File: config.mk
export PLATFORM = sky130hd
export DESIGN_NAME = centroid_moment_accu
export DESIGN_NICKNAME = d
export VERILOG_FILES = /design/src/rtl/centroid_moment_accu.sv
export SDC_FILE = /design/constraint.sdc
export NUM_CORES = 1
export LEC_CHECK = 0
export CORE_AREA = 10 10 163 165
export CTS_CLUSTER_SIZE = 12
export DETAILED_ROUTE_END_ITERATION = 8
export DIE_AREA = 0 0 173 175
export GPL_TIMING_DRIVEN = 0
export PLACE_DENSITY_LB_ADDON = 0.12
export SLEW_MARGIN = 40
export SYNTH_ARGS = -nofsm -noshare
export SYNTH_HDL_FRONTEND = slang
export SYNTH_SLANG_ARGS = --single-unit
File: constraint.sdc
create_clock -name clk -period 3.8 [get_ports clk]
set_clock_uncertainty 0.2 [all_clocks]
set_input_delay 0.76 -clock clk [delete_from_list [all_inputs] [get_ports clk]]
set_output_delay 0.76 -clock clk [all_outputs]
set_load 0.05 [all_outputs]
File: src/rtl/centroid_moment_accu.sv
// Frame-based zeroth/first image moment accumulator (m00, m10, m01) with sticky overflow flag.
// Optional macro CENTROID_ACCU_SATURATE_EN: clamp overflowing accumulators to all-ones instead of wrapping.
module centroid_moment_accu #(
    parameter int XW = 11,
    parameter int YW = 11,
    parameter int AW = 32
) (
    input  logic          clk,
    input  logic          rst,
    input  logic          ce,
    input  logic          sof,
    input  logic          eof,
    input  logic          mask,
    input  logic [XW-1:0] x,
    input  logic [YW-1:0] y,
    output logic [AW-1:0] m00,
    output logic [AW-1:0] m10,
    output logic [AW-1:0] m01,
    output logic          ovf,
    output logic          out_valid
);

    typedef enum logic {
        IDLE  = 1'b0,
        ACCUM = 1'b1
    } state_t;

    state_t        state_q, state_d;
    logic          take, publish;
    logic [AW-1:0] acc00_q, acc00_d, acc10_q, acc10_d, acc01_q, acc01_d;
    logic          ovf_acc_q, ovf_acc_d;
    logic [AW-1:0] m00_q, m00_d, m10_q, m10_d, m01_q, m01_d;
    logic          ovf_q, ovf_d;
    logic          out_valid_q, out_valid_d;
    logic [AW-1:0] base00, base10, base01;
    logic [AW-1:0] inc00, inc10, inc01;
    logic [AW:0]   sum00, sum10, sum01;
    logic [AW-1:0] new00, new10, new01;
    logic          new_ovf;

    // A sample is consumed when ce is high and either a frame is open or one is starting.
    assign take    = ce && ((state_q == ACCUM) || sof);
    assign publish = take && eof;

    always_ff @(posedge clk or negedge rst) begin
        if (!rst) state_q <= IDLE;
        else      state_q <= state_d;
    end

    always_comb begin
        state_d = state_q;
        if (take) state_d = eof ? IDLE : ACCUM;
    end

    always_comb begin
        // sof discards whatever was accumulated, both when opening and when restarting a frame.
        base00 = sof ? '0 : acc00_q;
        base10 = sof ? '0 : acc10_q;
        base01 = sof ? '0 : acc01_q;
        inc00  = {{(AW-1){1'b0}}, mask};
        inc10  = mask ? {{(AW-XW){1'b0}}, x} : '0;
        inc01  = mask ? {{(AW-YW){1'b0}}, y} : '0;
        sum00  = {1'b0, base00} + {1'b0, inc00};
        sum10  = {1'b0, base10} + {1'b0, inc10};
        sum01  = {1'b0, base01} + {1'b0, inc01};
`ifdef CENTROID_ACCU_SATURATE_EN
        new00  = sum00[AW] ? '1 : sum00[AW-1:0];
        new10  = sum10[AW] ? '1 : sum10[AW-1:0];
        new01  = sum01[AW] ? '1 : sum01[AW-1:0];
`else
        new00  = sum00[AW-1:0];
        new10  = sum10[AW-1:0];
        new01  = sum01[AW-1:0];
`endif
        new_ovf = (sof ? 1'b0 : ovf_acc_q) | sum00[AW] | sum10[AW] | sum01[AW];

        acc00_d     = acc00_q;
        acc10_d     = acc10_q;
        acc01_d     = acc01_q;
        ovf_acc_d   = ovf_acc_q;
        m00_d       = m00_q;
        m10_d       = m10_q;
        m01_d       = m01_q;
        ovf_d       = ovf_q;
        out_valid_d = publish;
        if (take) begin
            acc00_d   = new00;
            acc10_d   = new10;
            acc01_d   = new01;
            ovf_acc_d = new_ovf;
        end
        if (publish) begin
            m00_d = new00;
            m10_d = new10;
            m01_d = new01;
            ovf_d = new_ovf;
        end
    end

    always_ff @(posedge clk or negedge rst) begin
        if (!rst) begin
            acc00_q     <= '0;
            acc10_q     <= '0;
            acc01_q     <= '0;
            ovf_acc_q   <= 1'b0;
            m00_q       <= '0;
            m10_q       <= '0;
            m01_q       <= '0;
            ovf_q       <= 1'b0;
            out_valid_q <= 1'b0;
        end else begin
            acc00_q     <= acc00_d;
            acc10_q     <= acc10_d;
            acc01_q     <= acc01_d;
            ovf_acc_q   <= ovf_acc_d;
            m00_q       <= m00_d;
            m10_q       <= m10_d;
            m01_q       <= m01_d;
            ovf_q       <= ovf_d;
            out_valid_q <= out_valid_d;
        end
    end

    assign m00       = m00_q;
    assign m10       = m10_q;
    assign m01       = m01_q;
    assign ovf       = ovf_q;
    assign out_valid = out_valid_q;

endmodule

Word-level counts from Yosys, hierarchy flattened. Cells that the tools add are included.

Register bits: 196. Word-level logic and storage cells: 26. Output and inout port bits: 98. Bits of input ports: 28.

Reductions and logical operators: 3. Add/subtract/negate cells: 3. Multiplexer cells: 7. Bitwise operators: 3.

Operators by type and width (number): 32-bit two-way mux (3); 32-bit by 11-bit adder with 33-bit output (2); 32-bit by 1-bit adder with 33-bit output (1); 11-bit two-way mux (2); 1-bit bitwise OR (3); 1-bit logical AND (2); 1-bit two-way mux (2); 1-bit logical OR (1).

Logic depth before layout (Yosys ltp).
Depth in word-level cells: 5. Depth in mapped cells: 17. Gate-level depth less buffers: 10.

Worst setup path before layout. OpenSTA, ideal clock, no wires.

Path kind: input-to-reg. Start point: in sof. End point: reg acc01_q[20]. Arrival time: 3824 ps. Stages on the path: 14. Setup slack: -351 ps. Setup time: 126 ps. Cell sequence: buf_6 > buf_6 > buf_2 > clkbuf_1 > buf_2 > buf_1 > nor2b_1 > ha_1 > a21oi_2 > o21ai_1 > a21oi_2 > a21oi_2 > and4_1 > a311o_1.

Word-level cells in the longest chain between the ends: 2. Elaborated cells on any way between the ends: 4. Those cells by class: add/sub: 1; mux: 1; reduce/logical: 2.

RTL lines: start, declared (RTL line 11) `input logic sof,`; 32-bit two-way mux / 1-bit logical OR (equally long branches) (RTL line 59, 42); 32-bit by 11-bit adder with 33-bit output / 1-bit logical AND (equally long branches) (RTL line 65, 42); end signal, assigned (RTL line 104) `acc01_q <= '0;`; end signal, assigned (RTL line 114) `acc01_q <= acc01_d;`; end, declared (RTL line 30) `logic [AW-1:0] acc00_q, acc00_d, acc10_q, acc10_d, acc01_q, acc01_d;`.

Parallel ways exist; a longest one is shown, timed or not. A chain may end at the register's enable or synchronous reset.

Final worst setup path.
Start point: in sof. End point: reg acc10_q[27].

Word-level cells in the longest chain between the ends: 2. Elaborated cells on any way between the ends: 4. Those cells by class: add/sub: 1; mux: 1; reduce/logical: 2.

RTL lines: 32-bit two-way mux / 1-bit logical OR (equally long branches) (RTL line 58, 42); 32-bit by 11-bit adder with 33-bit output / 1-bit logical AND (equally long branches) (RTL line 64, 42); end signal, assigned (RTL line 103) `acc10_q <= '0;`; end signal, assigned (RTL line 113) `acc10_q <= acc10_d;`; end, declared (RTL line 30).

Parallel ways exist; a longest one is shown, timed or not.

==> flow_summary.ini <==
[setup_path]
crit_start = sof
crit_fanout = 13
worstPathArrival_ns = 3.78
cp-end-kind = flip-flop
crit_path_max_incr_delay_ns = 0.35
cp.required_ns = 3.93
startpoint_type = input pin
critPathSlowestCell = ha_1
cp_cell_sequence = buf_4 -> buf_8 -> buf_6 -> clkbuf_8 -> clkbuf_8 -> nor2b_1 -> ha_1 -> a21oi_1 -> o21ai_2 -> a31oi_4 -> buf_4 -> nand2_2 -> and4_1 -> a221o_1
r2r-start = state_q
crit_type = in2reg

[power]
pwr-share-comb_pct = 27.7
p_total_w = 0.00603
p_leak_nw = 5.97
p_int_w = 0.00385
p_per_area_nw_per_um2 = 424
seqPwrFrac_pct = 41.4
vdd_drop_max_mv = 0.281
p_sw_share_pct = 36.0
p_switching_w = 0.00217
clkPwrFrac_pct = 30.9

[synthesis]
synth.largest_area_cell = dfrtp_1
netlist.area_leader.share_pct = 42.6
seq_area_frac_synth_pct = 42.6
yosys-top-cells-count = nand2_1, dfrtp_1, o21ai_0, nor2_1, xnor2_1
synthFlopType = dfrtp_1
syn-mean-instance-area_um2 = 8.99
synth_area_leaders = dfrtp_1, nand2_1, xnor2_1, o21ai_0, mux2i_1
synth_most_common_cell = nand2_1
postSynthCellCount = 1280
ys_ff_latch = 196
synth-async-reset-ratio_pct = 100
synthDistinctLibCells = 86
syn_area_um2 = 11500
syn-num-nets = 1334
synth_edf_count = 0
yosys_warnings = 0

[grt]
track_usage_pct = 23.4
grt_pass1_wl_um = 56600
antenna_found_initial = 0
grt_pass1_vias = 9952
gr-total-overflow = 0
grt_max_degree = 72

[route]
drtAntennaViolNets = 0
viasPerCell = 5.79
dr_total_vias = 10200
remaining_drc_errors = 0
drt_iter0_markers = 873
avgRoutedWirePerCell_um = 20.5
finalWirelength_um = 36200
dr.pass1.iters = 6

[sta]
whs_ns = 0.0495
tightest_slew_ns = 0.912
maxSlewHeadroom_pct = 39.2
finalSetupViolations = 0
slew_viol_final = 0
fin_crit_ns = 3.65
max_freq_ghz = 0.274
fin_setup_tns_ns = 0
hold_viol = 0
finalWorstSetupSlack_ns = 0.149
rsz0062_at_grt = false
fin_crit_sh_pct = 96.1

[cts]
cts_max_level = 4
clock_path_buffers = 2
cts_tree = done
cts_hold_buffers = 0
cts.sinks = 196
cts-root-buf = clkbuf_16
numCtsBuffers = 17
worstSkewPairLatency_ns = 0.45
path_clk_slew_ns = 0.07

[die]
io-pin-count = 126
start_util_pct = 49.5
die_x_um = 173
core_area_um2 = 23300
num_rows = 56
dieHeight_um = 175
die-area_um2 = 30300

[status]
status = finished clean

[layout]
diodes = 0
final_cells = 1768
fin_nets = 1491
drive_above_1_share_pct = 11.5
area_growth_pct = 23.6

[run]
maxCapViolCount = 0

[place]
dp_slack_ns = -1.82
port-buffer-count = 125
dp_hpwl_um = 25900
dp.cells = 1726
routabilityCongestion = 0.925

[hold_path]
hold_class = in2async
-- through the flow --
stage	cell area, um2	util (%)
after global placement	13200	56.8
final	14200	61.2
after CTS	14100	60.5
after floorplan	11600	-
after detailed placement	13300	57.1
after global routing	14200	61.2
-- logic make-up after synthesis --
family	count (synthesis)	share of synthesized area [%]
compound gates	308	17.6
xor+xnor	77	5.86
fa+ha+maj	26	2.96
buf+inv	110	4.05
flops	196	42.6
mux	44	3.86
simple gates	519	23.1
-- state kept, by name, summed over array words and instances (netlist names) --
name       count
acc00_q       32
acc01_q       32
acc10_q       32
m00           32
m01           32
m10           32
out_valid      1
ovf            1
ovf_acc_q      1
state_q        1
-- what timing repair did --
item,4_1_cts,5_1_grt
resized for setup,38,41
endpoints found under the setup margin,172,75
buffers inserted,9,5
pin swaps,7,12
-- final timing paths --
check,endpoint,slack [ns],cells after the start
max,acc10_q[27],0.15,14
min,m01[11],0.05,1
max reg2reg,acc00_q[3],0.43,7
min reg2reg,acc10_q[0],0.27,2
max in group asynchronous,m00[17],2.61,2
min in group clk,acc10_q[0],0.27,2
-- layout make-up --
class	count	area [um2]
clock inverter	14	151
clock buffer	17	425
timing repair buffer	141	1410
buffer	77	442
inverter	30	113
tap	319	399
fill	2068	9030
multi-input combinational	974	6380
sequential	196	4900
-- cell usage in the layout (no fill, tap or decap), drive strengths merged, types with 4 or more instances in the layout --
cell type,instances
a2111oi,6
a211o,5
a211oi,16
a21o,9
a21oi,52
a221o,5
a22o,9
a31oi,11
and2,25
and3,15
and4,10
buf,54
clkbuf,58
clkdlybuf4s50,123
clkinv,4
dfrtp,196
ha,24
inv,37
mux2i,41
nand2,230
nand2b,7
nand3,29
nand4,20
nand4b,5
nor2,69
nor2b,53
nor3,24
nor3b,5
nor4,10
o2111ai,4
o211ai,11
o21a,6
o21ai,140
o22ai,5
o31ai,14
or3,4
xnor2,58
xor2,19
-- layer usage --
| layer | track usage, % | wire (um) |
|---|---|---|
| met1 | 30.6 | 15600 |
| met2 | 37.5 | 16700 |
| met3 | 4.96 | 2770 |
| met4 | 8.55 | 1190 |
| met5 | 0 | 0 |
-- power by group through the flow --
stage	Sequential (W)	Combinational (W)	Clock, W
6_report	0.00249	0.00167	0.00186
5_1_grt	0.00253	0.00180	0.00195
4_1_cts	0.00249	0.00165	0.00188
3_5_place_dp	0.00253	0.00162	0
3_3_place_gp	0.00253	0.00159	0
2_1_floorplan	0.00289	0.000667	0
-- worst max-delay path: cells and delay by family --
family,cells,cell delay (ns)
buffers and inverters,6,1.34
AOI/OAI and AO/OA,4,0.89
and+or+nand+nor,3,0.42
adders and majority gates,1,0.35
(Power assumes the default switching activity.)
==> variant (same settings) <==
Put one more register stage on the output `m10`, with the module's reset. The value now appears one clock later. The other outputs are not delayed to match.
--- a/src/rtl/centroid_moment_accu.sv
+++ b/src/rtl/centroid_moment_accu.sv
@@ -122,7 +122,13 @@
     end
 
     assign m00       = m00_q;
-    assign m10       = m10_q;
+    always_ff @(posedge clk or negedge rst) begin
+        if (!rst) begin
+            m10 <= '0;
+        end else begin
+            m10 <= m10_q;
+        end
+    end
     assign m01       = m01_q;
     assign ovf       = ovf_q;
     assign out_valid = out_valid_q;
Behaviour: not the same (Yosys sat finds a counterexample within 4 cycles, from zero or initial values and one cycle with rst low).
==> variant against the unedited design <==
- setup slack lost 0.0084 ns
- total power grew 14%
- count of clock-buffer cells in the layout grew 22
- synthesized area grew 6.2%
- clock power grew 41%
- routed wire length grew 2.0%
- global-route usage grew 0.81 points
- sequential cell count grew 32
- cell area grew 6.5%
==> variant: results (changes against the unedited design) <==
stage	metric	value	unit	change
cts	Max clock buf depth	3		+1
synth	mux contribution to synthesized area	3.46	%	-0.40 points
synth	Synth cell types	77		-10%
cts	clock latency on the worst-skew pair	0.54	ns	+0.09 ns
worst_setup_path	CP max FO	10		-3
final_layout	proportion of layout cells with a drive suffix above 1	8.32	%	-3.1 points
final_layout	fillcell total	2012		-2.7%
sta	FMAX	273	MHz	-0.23%
detailed_routing	drt first-iter violations	925		+6.0%
global_route	GRT Total Usage	24.2	%	+0.81 points
place	pre-CTS setup slack	-1.85	ns	-0.0217 ns
worst_setup_path	R2R cell count	6		-1
synth	XOR/XNOR share of the synthesized area	5.59	%	-0.27 points
global_route	initial antenna violation count	2		+2
synth	share of the synthesized area in the top cell type	46.7	%	+4.1 points
place	hpwl dp	26000	um	+0.38%
cts	Inserted Clock Buffers	26		+9
final_layout	Final #Nets	1562		+4.8%
synth	sequential area share after synthesis	46.7	%	+4.1 points
worst_setup_path	CP peak stage delay	0.41	ns	+0.06 ns
worst_setup_path	slowest CP cell	or3_1		
synth	Post-Syn Nets	1400		+4.9%
synth	adder-cell share of the synthesized area	2.78	%	-0.17 points
final_layout	final cell count without fillers	1846		+4.4%
place	RD Place Congestion	0.913		-1.3%
place	dpl cell area	0.0140	mm^2	+5.2%
synth	Post-synth top cells	nand2_1 (269), dfrtp_1 (228), o21ai_0 (147)		
synth	Cells after Synth	1346		+5.2%
power	internal power	4.72	mW	+22%
cts	# H-tree levels	1		-3
worst_setup_path	Worst R2R Setup Slack	0.65	ns	+0.22 ns
worst_setup_path	RR Endpoint	acc01_q[18]		
synth	Area contributors post-synth	dfrtp_1 (47%), nand2_1 (8.3%), o21ai_0 (6.0%), xnor2_1 (4.1%), mux2i_1 (3.3%)		
sta	Max-slew headroom	39.4	%	+0.20 points
detailed_routing	Avg WL per Cell	20.0	um	-2.3%
synth	Compound-Gate Fraction of Synth Area	13.9	%	-3.7 points
global_route	pin count of the biggest net entering global routing	74		+2.8%
global_route	vias in the first global route	10600		+6.0%
worst_hold_path	Hold Path Class	reg2reg		
power	Cell Pwr Density	455	mW/mm^2	+7.4%
outcome	outcome	finished, final reports clean		
power	Worst VDD drop	0.424	mV	+51%
detailed_routing	vias per cell	5.74		-0.86%
worst_setup_path	CP arrival	3.91	ns	+0.13 ns
==> variant: cells by family (layout without fill, tap and decap cells) <==
logic type                 count (synthesis)  after routing
AOI/OAI and AO/OA                        285            285
DFF                                      228            228
xor gates and xnor gates                  78             78
muxes                                     42             42
buffers and inverters                     99            280
and+or+nand+nor                          588            588
adders and majority gates                 26             26
==> variant: critical path, delay by kind of cell <==
kind                       cells  cell delay [ns]
buffers and inverters          6             1.00
and+or+nand+nor                3             0.75
AOI/OAI and AO/OA              4             0.75
adders and majority gates      2             0.62
==> variant: layout make-up <==
cell class | instances | area [um^2] | area share, %
clock buffers | 39 | 801 | 5.29
flip-flops and latches | 228 | 5710 | 37.7
well taps | 319 | 399 | 2.63
plain buffers | 74 | 353 | 2.33
clock inverters | 8 | 92.6 | 0.611
repair buffers | 137 | 1420 | 9.39
inverters | 22 | 86.3 | 0.570
multi-input cells | 1019 | 6290 | 41.5
==> variant: worst max-delay path by stage <==
stage,cells past startpoint,startpoint,to
2_1_floorplan,15,sof,acc10_q[18]
3_3_place_gp,1,rst,m00[21]
3_5_place_dp,16,sof,m10_q[27]
4_1_cts,12,mask,m10_q[17]
5_1_grt,15,sof,acc10_q[22]
6_report,15,sof,acc01_q[24]
==> variant: routing by layer <==
metal	routed length, um	GRT usage (%)	vias to the layer above
li1	-	-	4981
met1	15500	31.4	5164
met2	17600	40.2	354
met3	2510	4.25	87
met4	1320	8.16	4
met5	23	0	-
==> variant: through the flow <==
step	hold WS, ns	setup TNS [ns]
2_1_floorplan	0.154	-0.0192
3_3_place_gp	0.159	-2089.00
3_5_place_dp	0.160	-226.61
4_1_cts	0.174	0
5_1_grt	0.187	0
6_report	0.173	0
==> variant: power groups by stage <==
stage | Sequential (mW) | Clock [mW] | Combinational, mW
global route | 2.84 | 2.74 | 1.59
global placement | 2.84 | 0 | 1.40
detailed placement | 2.85 | 0 | 1.43
finish | 2.81 | 2.62 | 1.47
CTS | 2.81 | 2.64 | 1.46
floorplan | 3.15 | 0 | 0.587
==> variant: timing repair <==
| action | 4_1_cts | 5_1_grt |
|---|---|---|
| hold buffers | 1 | 0 |
| pin swaps | 8 | 2 |
| gates resized for setup | 37 | 10 |
| setup buffers | 4 | 4 |
| endpoints found under the hold margin | 46 | 0 |
| endpoints found under the setup margin | 169 | 41 |
